## src/rtl/pb_mailbox.sv

```systemverilog
// Producer-to-consumer byte mailbox for two PicoBlaze-style port buses.
// One FIFO per channel, sticky overflow/underflow flags, and a key-XOR read-modify port.
module pb_mailbox #(
    parameter int unsigned CHANNELS  = 2,
    parameter int unsigned DEPTH     = 4,
    parameter logic [3:0]  PORT_BASE = 4'hC,
    parameter bit          XOR_EN    = 1'b1
) (
    input  logic       clk,
    input  logic       reset_n,
    input  logic [7:0] p_port_id,
    input  logic [7:0] p_out_port,
    input  logic       p_write_strobe,
    output logic [7:0] p_in_port,
    input  logic [7:0] c_port_id,
    input  logic [7:0] c_out_port,
    input  logic       c_write_strobe,
    input  logic       c_read_strobe,
    output logic [7:0] c_in_port
);

    localparam int unsigned PTR_W = $clog2(DEPTH);
    localparam int unsigned CNT_W = PTR_W + 1;

    // NOTE: the storage array has no reset; clearing the pointers and counts is
    // enough to discard its contents, and keeping it reset-free lets it map to RAM.
    logic [7:0]       mem_q    [CHANNELS][DEPTH];

    logic [PTR_W-1:0] wr_ptr_q [CHANNELS];
    logic [PTR_W-1:0] wr_ptr_d [CHANNELS];
    logic [PTR_W-1:0] rd_ptr_q [CHANNELS];
    logic [PTR_W-1:0] rd_ptr_d [CHANNELS];
    logic [CNT_W-1:0] cnt_q    [CHANNELS];
    logic [CNT_W-1:0] cnt_d    [CHANNELS];
    logic [7:0]       xres_q   [CHANNELS];
    logic [7:0]       xres_d   [CHANNELS];
    logic [CHANNELS-1:0] ovf_q, ovf_d;
    logic [CHANNELS-1:0] unf_q, unf_d;
    logic [7:0]       c_in_q, c_in_d;

    logic [7:0]          head [CHANNELS];
    logic [CHANNELS-1:0] empty, full;
    logic [CHANNELS-1:0] push_req, push_ok, pop_req, pop_ok, x_pop;

    logic       p_sel, c_sel;
    logic [3:0] p_lo, c_lo;
    logic       status_clr;
    logic [7:0] status;
    logic [3:0] full_bits;

    assign p_sel      = (p_port_id[7:4] == PORT_BASE);
    assign c_sel      = (c_port_id[7:4] == PORT_BASE);
    assign p_lo       = p_port_id[3:0];
    assign c_lo       = c_port_id[3:0];
    assign status_clr = c_read_strobe && c_sel && (c_lo == 4'h8);

    // NOTE: every output of a combinational block gets a default before any
    // conditional assignment, so no path can leave it unassigned (no latches).
    always_comb begin
        push_req = '0;
        pop_req  = '0;
        pop_ok   = '0;
        push_ok  = '0;
        x_pop    = '0;
        empty    = '0;
        full     = '0;
        for (int ch = 0; ch < CHANNELS; ch++) begin
            head[ch]     = mem_q[ch][rd_ptr_q[ch]];
            empty[ch]    = (cnt_q[ch] == '0);
            full[ch]     = (cnt_q[ch] == CNT_W'(DEPTH));
            push_req[ch] = p_write_strobe && p_sel && (p_lo == 4'(ch));
            x_pop[ch]    = XOR_EN && c_write_strobe && c_sel && (c_lo == 4'(ch + 4));
            pop_req[ch]  = (c_read_strobe && c_sel && (c_lo == 4'(ch))) || x_pop[ch];
            pop_ok[ch]   = pop_req[ch] && !empty[ch];
            // A successful pop frees the slot this edge, so a push to a full FIFO still lands.
            push_ok[ch]  = push_req[ch] && (!full[ch] || pop_ok[ch]);
        end
    end

    always_comb begin
        wr_ptr_d = wr_ptr_q;
        rd_ptr_d = rd_ptr_q;
        cnt_d    = cnt_q;
        xres_d   = xres_q;
        // Clear happens first so that a flag raised in the same cycle survives it.
        ovf_d    = status_clr ? '0 : ovf_q;
        unf_d    = status_clr ? '0 : unf_q;
        for (int ch = 0; ch < CHANNELS; ch++) begin
            if (pop_ok[ch]) begin
                rd_ptr_d[ch] = rd_ptr_q[ch] + PTR_W'(1);
            end
            if (push_ok[ch]) begin
                wr_ptr_d[ch] = wr_ptr_q[ch] + PTR_W'(1);
            end
            cnt_d[ch] = cnt_q[ch] + CNT_W'(push_ok[ch]) - CNT_W'(pop_ok[ch]);
            if (push_req[ch] && !push_ok[ch]) begin
                ovf_d[ch] = 1'b1;
            end
            if (pop_req[ch] && empty[ch]) begin
                unf_d[ch] = 1'b1;
            end
            if (x_pop[ch]) begin
                xres_d[ch] = empty[ch] ? c_out_port : (c_out_port ^ head[ch]);
            end
        end
    end

    always_comb begin
        status    = '0;
        full_bits = '0;
        for (int ch = 0; ch < CHANNELS; ch++) begin
            status[ch]    = !empty[ch];
            full_bits[ch] = full[ch];
        end
        status[4] = |ovf_q;
        status[5] = |unf_q;

        // Read data reflects the state before this edge, so a pop returns the old head.
        c_in_d = 8'h00;
        if (c_sel) begin
            if (c_lo == 4'h8) begin
                c_in_d = status;
            end
            for (int ch = 0; ch < CHANNELS; ch++) begin
                if ((c_lo == 4'(ch)) && !empty[ch]) begin
                    c_in_d = head[ch];
                end
                if (XOR_EN && (c_lo == 4'(ch + 4))) begin
                    c_in_d = xres_q[ch];
                end
            end
        end

        p_in_port = (p_sel && (p_lo == 4'h8)) ? {4'h0, full_bits} : 8'h00;
    end

    // NOTE: sequential state uses non-blocking assignments only, so every
    // register samples the pre-edge value of every other register.
    always_ff @(posedge clk or negedge reset_n) begin
        if (!reset_n) begin
            for (int ch = 0; ch < CHANNELS; ch++) begin
                wr_ptr_q[ch] <= '0;
                rd_ptr_q[ch] <= '0;
                cnt_q[ch]    <= '0;
                xres_q[ch]   <= 8'h00;
            end
            ovf_q  <= '0;
            unf_q  <= '0;
            c_in_q <= 8'h00;
        end else begin
            wr_ptr_q <= wr_ptr_d;
            rd_ptr_q <= rd_ptr_d;
            cnt_q    <= cnt_d;
            xres_q   <= xres_d;
            ovf_q    <= ovf_d;
            unf_q    <= unf_d;
            c_in_q   <= c_in_d;
        end
    end

    always_ff @(posedge clk) begin
        for (int ch = 0; ch < CHANNELS; ch++) begin
            if (push_ok[ch]) begin
                mem_q[ch][wr_ptr_q[ch]] <= p_out_port;
            end
        end
    end

    assign c_in_port = c_in_q;

endmodule

```

## config.mk

```make
export PLATFORM = sky130hd
export DESIGN_NAME = pb_mailbox
export DESIGN_NICKNAME = d
export VERILOG_FILES = /design/src/rtl/pb_mailbox.sv
export SDC_FILE = /design/constraint.sdc
export NUM_CORES = 1
export LEC_CHECK = 0
export ABC_CLOCK_PERIOD_IN_PS = 7200
export CAP_MARGIN = 40
export CORE_ASPECT_RATIO = 1.4
export CORE_UTILIZATION = 55
export CTS_CLUSTER_SIZE = 10
export DETAILED_ROUTE_END_ITERATION = 8
export GPL_ROUTABILITY_DRIVEN = 1
export PLACE_DENSITY = 0.78
export SYNTH_ARGS = -nofsm -noshare
export SYNTH_HDL_FRONTEND = slang
export SYNTH_SLANG_ARGS = --single-unit
export TNS_END_PERCENT = 50
```

## constraint.sdc

```tcl
create_clock -name clk -period 7.2 [get_ports clk]
set_clock_uncertainty 0.15 [all_clocks]
set_input_delay 1.08 -clock clk [delete_from_list [all_inputs] [get_ports clk]]
set_output_delay 1.08 -clock clk [all_outputs]
set_load 0.05 [all_outputs]
```

# Yosys cells after proc, flatten, opt, wreduce, memory -nomap -nowiden

Memories as Yosys holds them, arrays and structs flattened.
Index checks and enable logic that the tools add are counted.
W data, S select, Z words.

Register bits: 42
Memory bits (writable): 64
Input port bits: 37
Output and inout port bits: 16
Word-level logic and storage cells: 119
Memories: 1

$add $sub $neg: 8
Order comparisons: 6
Equal/unequal tests: 10
Multiplexer cells: 31
Bitwise gates (word level): 6
Reduce and logical (&&, ||, !) cells: 44

Memory list:

| name  | words | bits a word | read ports | clocked after Yosys merged registers in | write ports | RTL line | source |
|---|---|---|---|---|---|---|---|
| mem_q | 2     | 32          | 2          | 0                                       | 1           | 27       | `logic [7:0] mem_q [CHANNELS][DEPTH];` |

Operators by type and width:

| operator              | count |
|---|---|
| $mux W32              | 4 |
| $mux W8               | 13 |
| $bmux W8 S2           | 2 |
| $demux W8 S2          | 2 |
| $reduce_or A32 Y1     | 1 |
| $logic_and A1 B1 Y1   | 23 |
| $eq A4 B4 Y1 const B  | 4 |
| $xor A8 B8 Y8         | 2 |
| $ge A3 B3 Y1 const B  | 4 |
| $not A2 Y3            | 4 |
| $add A2 B1 Y2 const B | 4 |
| $eq A4 B1 Y1 const B  | 2 |
| $eq A4 B3 Y1 const B  | 2 |
| $logic_not A4 Y1      | 2 |
| $reduce_bool A2 Y1    | 4 |
| $mux W1               | 7 |
| $add A3 B1 Y3         | 2 |
| $eq A3 B3 Y1 const B  | 2 |
| $logic_not A1 Y1      | 6 |
| $logic_not A3 Y1      | 2 |
| $lt A3 B1 Y1 const B  | 2 |
| $mux W6               | 1 |
| $sub A3 B1 Y3         | 2 |
| $logic_or A1 B1 Y1    | 4 |
| 2 further kinds       | 4 |

# Longest topological paths before layout

Gate-level depths: netlist of run 1.

Word-level depth: 11
Gate-level depth with buffers: 11
Depth with buffers taken out: 10

# Worst setup path after synthesis of run 1

OpenSTA, ideal clock, no wires.

Kind: input -> register
From: input port c_port_id[1]
To: register cnt_q[2] (netlist name)
Library setup time: 0.127 ns
Arrival time: 3.433 ns
Data required time: 6.923 ns
Setup slack: 3.490 ns
Stages: 11
Buffers on the path: 1
Cells stage by stage: buf_6 -> or3b_4 -> or3_4 -> a31oi_4 -> inv_1 -> ha_1 -> inv_1 -> ha_1 -> fa_1 -> xor2_1 -> xnor2_1

RTL lines:

| what                 | RTL line | source |
|---|---|---|
| start, declared      | 15       | `input logic [7:0] c_port_id,` |
| end signal, assigned | 153      | `cnt_q <= cnt_d;` |
| end, declared        | 33       | `logic [CNT_W-1:0] cnt_q [CHANNELS];` |

# Final worst setup path of run 1

From: input port p_port_id[7]
To: output port p_in_port[1]

Longest elaborated chain between the ends: 3

Ends and longest elaborated chain:

| what                | RTL line | source |
|---|---|---|
| start, declared     | 11       | `input logic [7:0] p_port_id,` |
| $eq A4 B4 Y1        | 51       | `assign p_sel = (p_port_id[7:4] == PORT_BASE);` |
| $logic_and A1 B1 Y1 | 134      | `p_in_port = (p_sel && (p_lo == 4'h8)) ? {4'h0, full_bits} : 8'h00;` |
| $mux W2             | 134      |  |
| end, declared       | 14       | `output logic [7:0] p_in_port,` |

No other way between the ends.

==> results.json, run 1 <==
{
  "grt_first_pass_wirelength_um": 15110,
  "hpwl_um": 6714,
  "ios": 53,
  "postCtsSetupBuffers": 0,
  "max-vdd-ir-drop_uv": 143.9,
  "gp_congestion": 0.8779,
  "r2r_cells": 8,
  "required_ps": 5970,
  "async_flop_share": 0.3962,
  "slew_viol_final": 0,
  "finalCritPeriodShare": 0.6033,
  "ys_seq_elements": 106,
  "hold_violations": 0,
  "areaGrowthSynthToFinish_pct": 17.44,
  "routed-via-count": 2922,
  "critPathMaxStageDelay_ps": 820,
  "fillerInstances": 598,
  "cts-buffers-inserted": 9,
  "yosysTopAreaCell": "edfxtp_1",
  "max_freq_ghz": 0.2302,
  "drcViolationCount": 0,
  "drv_cap": 0,
  "drt_iter0_drc": 175,
  "setup_ws_ps": 2857,
  "cts_tree": "built",
  "hold_end": "unf_q[1]$_DFFE_PN0P_",
  "tightestPinTransition_ps": 806.5,
  "top_usage_layer": "met2",
  "drt-pass1-iter-count": 4,
  "cts_hold_buf": 0,
  "r2r_end": "cnt_q[2]$_DFF_PN0_",
  "fp.dieH_um": 112.7,
  "critical_path.max_fanout": 3,
  "via_per_inst": 5.798,
  "grtUsageMet1": 0.2851,
  "antenna_cells": 0,
  "hold_start": "unf_q[1]$_DFFE_PN0P_",
  "rsz0062_at_grt": "false",
  "hold_path_depth": 2,
  "numPortBuffers": 46,
  "syn-cell-area_um2": 4815,
  "synth-seq-area-share": 0.6175,
  "grtUsageMet3": 0.03468,
  "htreeDepth": 3,
  "timing.rr.start": "cnt_q[2]$_DFF_PN0_",
  "ys_types": 49,
  "path_cells": "clkdlybuf4s50_1, nor4bb_1, nand3_1, nor2_1, clkdlybuf4s50_1",
  "dieWidth_um": 81.08,
  "arrival_ps": 3110,
  "initial_core_util": 0.5626,
  "path_class": "in2out",
  "cts_resized": 0,
  "drtAntennaViolNets": 0,
  "route.detailed.wl_per_inst_um": 18.58,
  "met2_usage": 0.3933,
  "outcome": "completed",
  "finalSetupViolations": 0,
  "clk_pin_slew_ps": 80,
  "synth_edf_count": 64,
  "r2r_slack_ps": 4500,
  "track_usage": 0.2286,
  "synth.most_common_cell": "edfxtp_1",
  "critPathCaptureType": "output port",
  "ctsRootBufferMaster": "clkbuf_16",
  "drt-total-wl_um": 9364,
  "slew_headroom": 0.4582,
  "yosys_warnings": 0,
  "grt_max_degree": 31,
  "clk_latency_ps": 350,
  "power_density_nw_per_um2": 241.7,
  "tns_ps": 0,
  "cts_sinks": 106,
  "hp-class": "reg2reg",
  "clockBufferDepth": 2,
  "syn_inst": 347,
  "synth_common_cells": "64 x edfxtp_1, 42 x dfrtp_1, 36 x nand2_1, 19 x o21ai_0, 19 x xor2_1",
  "die-area_um2": 9138,
  "post-place-ws_ps": 2677,
  "fin_crit_ps": 4343,
  "ys_dominant_reg_cell": "edfxtp_1",
  "ys_top_cells_by_area": "edfxtp_1 40%, dfrtp_1 22%, mux4_2 7.5%",
  "synth_top_area_share": 0.3992,
  "overflow": 0,
  "coreArea_um2": 8558,
  "cellLeakagePower_nw": 2.123,
  "grt_pass1_vias": 2975,
  "critPathLaunchType": "input port",
  "num_rows": 40,
  "grt_antenna_before_repair": 0,
  "worst_path_max_delay_cell": "clkdlybuf4s50_1",
  "syn_area_per_cell_um2": 13.87,
  "drive_gt1_frac": 0.1353,
  "nNetsFinal": 444,
  "path_common_cell": "clkdlybuf4s50_1"
}
## worst max-delay path, delay by kind of cell
| kind | cells | cell delay [ps] |
|---|---|---|
| buffers and inverters | 2 | 1270 |
| and+or+nand+nor | 3 | 770 |
## metal layers
metal | part of all wire | up-vias
met5 | 0 | -
met4 | 0.015 | 0
met3 | 0.045 | 14
met2 | 0.54 | 104
met1 | 0.40 | 1449
li1 | - | 1355
## worst max path at each step
stage                               to          from  slack (ps)
detailed placement  cnt_q[2]$_DFF_PN0_  c_port_id[0]        2680
global placement    cnt_q[2]$_DFF_PN0_  c_port_id[0]        2800
CTS                       p_in_port[1]  p_port_id[7]        2860
floorplan           cnt_q[2]$_DFF_PN0_  c_port_id[1]        3490
finish                    p_in_port[1]  p_port_id[7]        2860
global route              p_in_port[1]  p_port_id[7]        2820
## area by class of cell
| class | instances | area (um^2) | share of cell area |
|---|---|---|---|
| clock inverter | 7 | 83.83 | 0.01483 |
| timing repair buffer | 50 | 495.5 | 0.08763 |
| tap | 105 | 131.4 | 0.02324 |
| clock buffer | 9 | 225.2 | 0.03983 |
| inverter | 12 | 45.04 | 0.007966 |
| sequential | 106 | 2973 | 0.5258 |
| multi-input combinational | 215 | 1700 | 0.3007 |
## layout by cell type, fill, tap and decap left out, types with 12 or more instances in the layout
cell type	count
a21oi_1	18
edfxtp_1	64
mux4_2	16
nor2_1	18
nand2_1	36
xor2_1	19
inv_1	12
o21ai_0	19
clkdlybuf4s50_1	45
dfrtp_1	42
## flip-flops by register name, summed over array words and instances (netlist names)
register   flops
mem_q         64
xres_q        16
c_in_port      8
cnt_q          6
rd_ptr_q       4
wr_ptr_q       4
ovf_q          2
unf_q          2
## cells by family (layout without fill, tap and decap cells)
group	count (synthesis)	in the layout	synth area share
other	1	6	0.0007789
adder cells (fa/ha/maj)	13	13	0.03690
AO/OA/AOI/OAI	53	53	0.06861
buffers and inverters	31	78	0.03326
XOR/XNOR	26	26	0.04730
flip-flops	106	106	0.6175
multiplexers	20	20	0.08472
AND/OR/NAND/NOR	97	97	0.1110
## through the flow
step	cell area, um^2	util	hold WS [ps]	total power, mW	std cells
after CTS	5654	0.6607	338.9	1.374	504
after floorplan	4833	-	300.2	0.8225	352
final	5654	0.6607	334.2	1.366	504
after global routing	5654	0.6607	358.1	1.423	504
after detailed placement	5345	0.6246	321.0	0.8791	488
after global placement	5313	0.6208	310.8	0.8683	485
## power breakdown
group | leakage [nW] | internal, mW | switching [mW]
registers | 1.13 | 0.667 | 0.0348
logic | 0.840 | 0.0778 | 0.0883
clock network | 0.152 | 0.252 | 0.246
total | 2.12 | 0.998 | 0.369
No activity file was read; power rests on OpenSTA's default activity.
==> inputs of run 2 (changes only) <==
--- a/config.mk
+++ b/config.mk
@@ -5,14 +5,14 @@
 export SDC_FILE = /design/constraint.sdc
 export NUM_CORES = 1
 export LEC_CHECK = 0
-export ABC_CLOCK_PERIOD_IN_PS = 7200
+export ABC_CLOCK_PERIOD_IN_PS = 3690
 export CAP_MARGIN = 40
 export CORE_ASPECT_RATIO = 1.4
-export CORE_UTILIZATION = 55
+export CORE_UTILIZATION = 51
 export CTS_CLUSTER_SIZE = 10
 export DETAILED_ROUTE_END_ITERATION = 8
 export GPL_ROUTABILITY_DRIVEN = 1
-export PLACE_DENSITY = 0.78
+export PLACE_DENSITY = 0.76
 export SYNTH_ARGS = -nofsm -noshare
 export SYNTH_HDL_FRONTEND = slang
 export SYNTH_SLANG_ARGS = --single-unit
==> constraint.sdc (replaced) <==
create_clock -name clk -period 3.69 [get_ports clk]
set_clock_uncertainty 0.15 [all_clocks]
set_input_delay 0.5535 -clock clk [delete_from_list [all_inputs] [get_ports clk]]
set_output_delay 0.5535 -clock clk [all_outputs]
set_load 0.05 [all_outputs]
==> run 2 against run 1 <==
The flow now finishes with violations (DRC). Final cell count increased by 2.4%. Critical path depth up 6. Global-route usage down 3.3 points. Combinational power up 96%. Register-to-register slack lost 3500 ps. Core utilization down 3.1 points. Design area grew 1.1%. Sequential cell count is the same. Worst setup slack worse by 2400 ps. Clock power grew 86%. Critical path type is now in2reg. Largest power group unchanged.
==> results.json, run 2 (same netlist as run 1, synthesis figures left out) <==
{
  "hold_end": "ovf_q[0]$_DFFE_PN0P_",
  "critical_path.max_fanout": 4,
  "ctsRootBufferMaster": "clkbuf_16",
  "rsz0062_at_grt": "false",
  "cellLeakagePower_nw": 2.166,
  "num_rows": 41,
  "cts_tree": "built",
  "cts_sinks": 106,
  "largest_register_ffs": 64,
  "tns_ps": 0,
  "hpwl_um": 6558,
  "cts-buffers-inserted": 9,
  "die-area_um2": 9838,
  "finalCritPeriodShare": 0.8765,
  "violations": "DRC",
  "dieWidth_um": 84.12,
  "path_cells": "clkdlybuf4s50_1, or3b_4, or3_4, a31oi_4, inv_1, ha_1, inv_1, ha_1, fa_1, xor2_1, xnor2_1",
  "cts_hold_buf": 1,
  "required_ps": 3760,
  "drt-pass1-iter-count": 7,
  "finalSetupViolations": 0,
  "grt_first_pass_wirelength_um": 14320,
  "cts_resized": 0,
  "clk_pin_slew_ps": 70,
  "final_cell_area_um2": 5718,
  "drive_gt1_frac": 0.1540,
  "track_usage": 0.1954,
  "final_common_cell": "edfxtp_1",
  "hold_violations": 0,
  "r2r_slack_ps": 960,
  "max_freq_ghz": 0.3092,
  "numPortBuffers": 46,
  "drv_cap": 0,
  "grt_max_degree": 38,
  "overflow": 0,
  "initial_core_util": 0.5302,
  "postCtsSetupBuffers": 0,
  "critPathMaxStageDelay_ps": 470,
  "critPathCaptureType": "flop",
  "routed-via-count": 2941,
  "tightestPinTransition_ps": 748.9,
  "clk_latency_ps": 350,
  "route.detailed.wl_per_inst_um": 17.27,
  "gp_congestion": 0.8724,
  "outcome": "finished with violations",
  "drcViolationCount": 18,
  "slew_viol_final": 0,
  "ios": 53,
  "antenna_cells": 0,
  "drt-total-wl_um": 8909,
  "worst_path_max_delay_cell": "clkdlybuf4s50_1",
  "clockBufferDepth": 2,
  "totalPowerFinal_mw": 2.623,
  "timing.rr.start": "cnt_q[2]$_DFF_PN0_",
  "post-place-ws_ps": 87.22,
  "fp.dieH_um": 117.0,
  "fin_crit_ps": 3234,
  "max-vdd-ir-drop_uv": 292.8,
  "hold_start": "ovf_q[0]$_DFFE_PN0P_",
  "grt_antenna_before_repair": 0,
  "setup_ws_ps": 455.6,
  "grt_pass1_vias": 3027,
  "r2r_cells": 9,
  "slew_headroom": 0.4969,
  "r2r_end": "cnt_q[2]$_DFF_PN0_",
  "arrival_ps": 3310,
  "hp-class": "reg2reg",
  "coreArea_um2": 9080,
  "nNetsFinal": 454,
  "path_class": "in2reg",
  "power_density_nw_per_um2": 458.8,
  "drt_iter0_drc": 144,
  "via_per_inst": 5.700,
  "most-common-layout-cells": "64 x edfxtp_1, 45 x clkdlybuf4s50_1, 42 x dfrtp_1",
  "drtAntennaViolNets": 0,
  "placed_area_um2": 5418,
  "htreeDepth": 3,
  "critPathLaunchType": "input port",
  "areaGrowthSynthToFinish_pct": 18.76,
  "hold_path_depth": 1
}
==> run 2: changes by cell type in the layout (fill, tap and decap cells not counted), sizes merged <==
cell	previous run	this run
buf	5	14
dlygate4sd3	0	1
==> run 2: through the flow <==
stage	cells	hold WS, ps	util
after global placement	498	312.2	0.5945
final	516	335.9	0.6297
after global routing	516	354.4	0.6297
after CTS	516	338.1	0.6297
after floorplan	352	107.9	-
after detailed placement	499	249.2	0.5967
==> run 2: worst max-delay path, delay by kind of cell <==
family	cells	cell delay, ps
AO/OA/AOI/OAI	1	200
XOR/XNOR	2	290
adder cells (fa/ha/maj)	3	850
buffers and inverters	3	570
AND/OR/NAND/NOR	2	840
==> run 2: area by class of cell <==
type                            instances  area [um^2]
Clock buffer                            9        225.2
Clock inverter                          7        65.06
Tap cell                              107        133.9
Sequential cell                       106         2973
Inverter                               12        45.04
Fill cell                             661         3362
Timing Repair Buffer                   60        575.6
Multi-Input combinational cell        215         1700
==> run 2: layer usage <==
metal,vias to the layer above,global-route usage,routed length [um]
li1,1373,-,-
met1,1470,0.2249,3612
met2,84,0.3492,4729
met3,14,0.03787,353
met4,0,0.1034,213
met5,-,0,0
==> run 2: power breakdown <==
part	internal [mW]	switching, mW	leakage, nW	total (mW)
sequential	1.30	0.0684	1.13	1.37
combinational	0.158	0.168	0.889	0.326
clock	0.478	0.448	0.147	0.927
total	1.94	0.685	2.17	2.62
==> run 2: worst max path at each step <==
| stage | start | endpoint | slack (ps) |
|---|---|---|---|
| floorplan | c_port_id[1] | cnt_q[2]$_DFF_PN0_ | 510 |
| global placement | c_port_id[0] | cnt_q[2]$_DFF_PN0_ | 200 |
| detailed placement | c_port_id[0] | cnt_q[2]$_DFF_PN0_ | 90 |
| CTS | c_port_id[0] | cnt_q[2]$_DFF_PN0_ | 460 |
| global route | p_port_id[7] | p_in_port[0] | 330 |
| finish | c_port_id[0] | cnt_q[2]$_DFF_PN0_ | 460 |
==> variant 1: new RTL, flow settings as in run 2 <==
`CHANNELS`: 2 -> 1.
--- a/src/rtl/pb_mailbox.sv
+++ b/src/rtl/pb_mailbox.sv
@@ -1,7 +1,7 @@
 // Producer-to-consumer byte mailbox for two PicoBlaze-style port buses.
 // One FIFO per channel, sticky overflow/underflow flags, and a key-XOR read-modify port.
 module pb_mailbox #(
-    parameter int unsigned CHANNELS  = 2,
+    parameter int unsigned CHANNELS  = 1,
     parameter int unsigned DEPTH     = 4,
     parameter logic [3:0]  PORT_BASE = 4'hC,
     parameter bit          XOR_EN    = 1'b1
Formal check against the unedited RTL: not equivalent (a bounded check fails within 4 cycles, from zero or initial values and one cycle with reset_n low).
==> variant 1 against run 2 <==
Synthesized area down 46%; setup slack better by 0.11 ns; total power down 46%; sequential cell count down 49; non-clock buffer count down 14; cell area down 43%; via count down 47%; wire length down 50%; highest routed layer unchanged.
==> variant 1: results (changes against run 2) <==
outcome: "complete, no violations"  # was finished with violations
cts_root_buf: "clkbuf_8"  # was clkbuf_16
num-fill-cells: 368  # was 661
synth_edf_count: 32  # was 64
critPathArrivalTime_ns: 2.42  # was 3.31 ns
multi_input_area_share_pct: 28.8  # was 29.7%
place_ws_ns: 0.326  # was 0.0872 ns
tightestPinTransition_ns: 0.651  # was 0.749 ns
yosysSeqAreaShare_pct: 61.1  # was 61.7%
vdd_drop_max_uv: 298  # was 293 uV
wl_per_cell_um: 14.5  # was 17.3 um
place_inst: 288  # was 499
first_iter_violations: 86  # was 144
avgSynthCellArea_um2: 14.3  # was 13.9 um^2
hold_depth: 2  # was 1
inverters: 6  # was 12
synth-xor-area-share_pct: 4.39  # was 4.73%
nonClkBufAreaFrac_pct: 14.3  # was 10.1%
grt_pass1_wl_um: 7560  # was 14,300 um
reg2reg_from: "cnt_q[1]"  # was cnt_q[2]
r2r_slack_ns: 0.98  # was 0.96 ns
async_flop_share_pct: 43.9  # was 39.6%
grtUsageTotal_pct: 19.3  # was 19.5%
vias_per_cell: 5.12  # was 5.70
buffers: 46  # was 60
grt_max_degree: 19  # was 38
## variant 1: metal layers
metal / global-route usage [%] / share of wire [%] / vias to the layer above
li1: - / - / 754
met5: 0 / 0 / -
met3: 3.55 / 3.6 / 12
met2: 31.8 / 52 / 39
met1: 23.4 / 41 / 752
met4: 13.1 / 2.9 / 0
## variant 1: how the worst max path moves through the flow
stage          cells past startpoint  slack, ns           end         start
4_1_cts                            5       0.55  p_in_port[0]  p_port_id[1]
3_5_place_dp                      12       0.33      cnt_q[2]  p_port_id[1]
2_1_floorplan                     11       0.92      cnt_q[2]  p_port_id[1]
6_report                           5       0.57  p_in_port[0]  p_port_id[1]
3_3_place_gp                      12       0.39      cnt_q[2]  p_port_id[1]
5_1_grt                           12       0.45      cnt_q[2]  p_port_id[1]
## variant 1: stage by stage
step	area (um^2)	power [mW]
2_1_floorplan	2620	0.866
3_3_place_gp	3080	0.932
3_5_place_dp	3090	0.938
4_1_cts	3260	1.43
5_1_grt	3260	1.48
6_report	3260	1.41
==> variant 2: new RTL, flow settings as in run 2 <==
Made on the original files. Reset style: synchronous (`reset_n`), changed in one clocked block.
--- a/src/rtl/pb_mailbox.sv
+++ b/src/rtl/pb_mailbox.sv
@@ -136,7 +136,7 @@
 
     // NOTE: sequential state uses non-blocking assignments only, so every
     // register samples the pre-edge value of every other register.
-    always_ff @(posedge clk or negedge reset_n) begin
+    always_ff @(posedge clk) begin
         if (!reset_n) begin
             for (int ch = 0; ch < CHANNELS; ch++) begin
                 wr_ptr_q[ch] <= '0;
Function: differs if reset_n is asserted again (counterexample within 4 cycles, from zero or initial values and one cycle with reset_n low); with reset_n held inactive, the same outputs for 4 cycles.
==> variant 2 against run 2 <==
The run still ends with design-rule violations left; synthesized area is essentially flat; wire length grew 4.1%; setup slack gained 0.028 ns; synthesized cell count grew 8.4%; sequential share of layout area shrank 3.1 points; count of clock-buffer cells in the layout is the same; non-clock buffer count shrank 3; sequential cell count is the same; cell area shrank 1.3%; worst hold slack lost 0.033 ns.
Power is not compared: it rests on default switching activity, and its combinational part moved more than twofold at a synthesized area within 25%.
==> variant 2: results (changes against run 2) <==
grt_max_degree: 21  # was 38
hpwl_um: 6850  # was 6560 um
yosys-top-cells-area: "edfxtp_1, dfxtp_1, mux4_2"  # was edfxtp_1, dfrtp_1, mux4_2
yosysUniqueCellTypes: 54  # was 49
ys_top_cells_by_count: "edfxtp_1, dfxtp_1, nand2_1"  # was edfxtp_1, dfrtp_1, nand2_1
gp_congestion: 0.848  # was 0.872
synthAdderAreaFrac_pct: 3.43  # was 3.69%
wl_um: 9280  # was 8910 um
grt_pass1_wl_um: 15400  # was 14,300 um
violations: "design-rule violations"  # unchanged
grtUsageTotal_pct: 20.6  # was 19.5%
nNetsFinal: 472  # was 454
critPathArrivalTime_ns: 2.50  # was 3.31 ns
async_flop_share_pct: 0  # was 39.6%
synth.area.mux_share_pct: 8.75  # was 8.47%
r2r_slack_ns: 0.85  # was 0.96 ns
yosysSeqAreaShare_pct: 57.4  # was 61.7%
vias_per_cell: 5.71  # was 5.70
outcome: "finished with violations"  # unchanged
layout-drive-gt1-share_pct: 14.3  # was 15.4%
place_ws_ns: 0.387  # was 0.0872 ns
drcViolationCount: 8  # was 18
first_iter_violations: 116  # was 144
num-fill-cells: 699  # was 661
synth_compound_area_share_pct: 8.39  # was 6.86%
grt_pass1_vias: 3200  # was 3,027
crit_fanout: 3  # was 4
[variant 2: cell types whose count changed after synthesis, moves of 7 or more]
cell	change
a211oi_1	+8
and2_1	+8
dfrtp_1	-42
dfxtp_1	+42
nor3_1	-7
[variant 2: power by group]
part | internal [mW] | leakage [nW] | total [mW] | switching (mW)
logic | 0.0540 | 0.816 | 0.118 | 0.0642
clock network | 0.476 | 0.144 | 0.927 | 0.452
registers | 1.25 | 0.913 | 1.25 | 0.000434
[variant 2: worst max-delay path: stages]
cell and delay, ns:
clkdlybuf4s50_1 0.39, and4bb_2 0.31, nor4b_1 0.26, nor2b_1 0.18, clkdlybuf4s50_1 0.81
[variant 2: kinds of logic after synthesis]
logic type,after synthesis
flops,106
buf+inv,37
simple gates,112
xor+xnor,22
compound gates,64
fa+ha+maj,12
mux,22
other cells,1
[variant 2: cell type report]
class | count | area [um^2] | area share [%]
flip-flops and latches | 106 | 2760 | 48.9
multi-input cells | 238 | 1870 | 33.2
repair buffers | 57 | 543 | 9.62
clock buffers | 9 | 225 | 3.99
well taps | 107 | 134 | 2.37
clock inverters | 7 | 66.3 | 1.17
inverters | 11 | 41.3 | 0.731
[variant 2: path summary, 6_finish.rpt]
path / from / to
max: p_port_id[2] / p_in_port[1]
min: ovf_q[0] / ovf_q[0]
max reg2reg: cnt_q[0] / cnt_q[2]
min reg2reg: ovf_q[0] / ovf_q[0]
[variant 2: metal layers]
metal | vias up | track usage, % | wire (um)
met3 | 9 | 5.12 | 400
met1 | 1508 | 22.6 | 3780
met2 | 75 | 38.3 | 4970
met5 | - | 0 | 0
li1 | 1462 | - | -
met4 | 0 | 8.39 | 122
[variant 2: stage by stage]
step	total power [mW]	hold WS [ns]	instances	instance area, um^2
5_1_grt	2.37	0.344	535	5650
4_1_cts	2.32	0.306	535	5650
3_5_place_dp	1.40	0.296	519	5350
6_report	2.30	0.303	535	5650
2_1_floorplan	1.34	0.281	381	4840
3_3_place_gp	1.39	0.293	519	5350
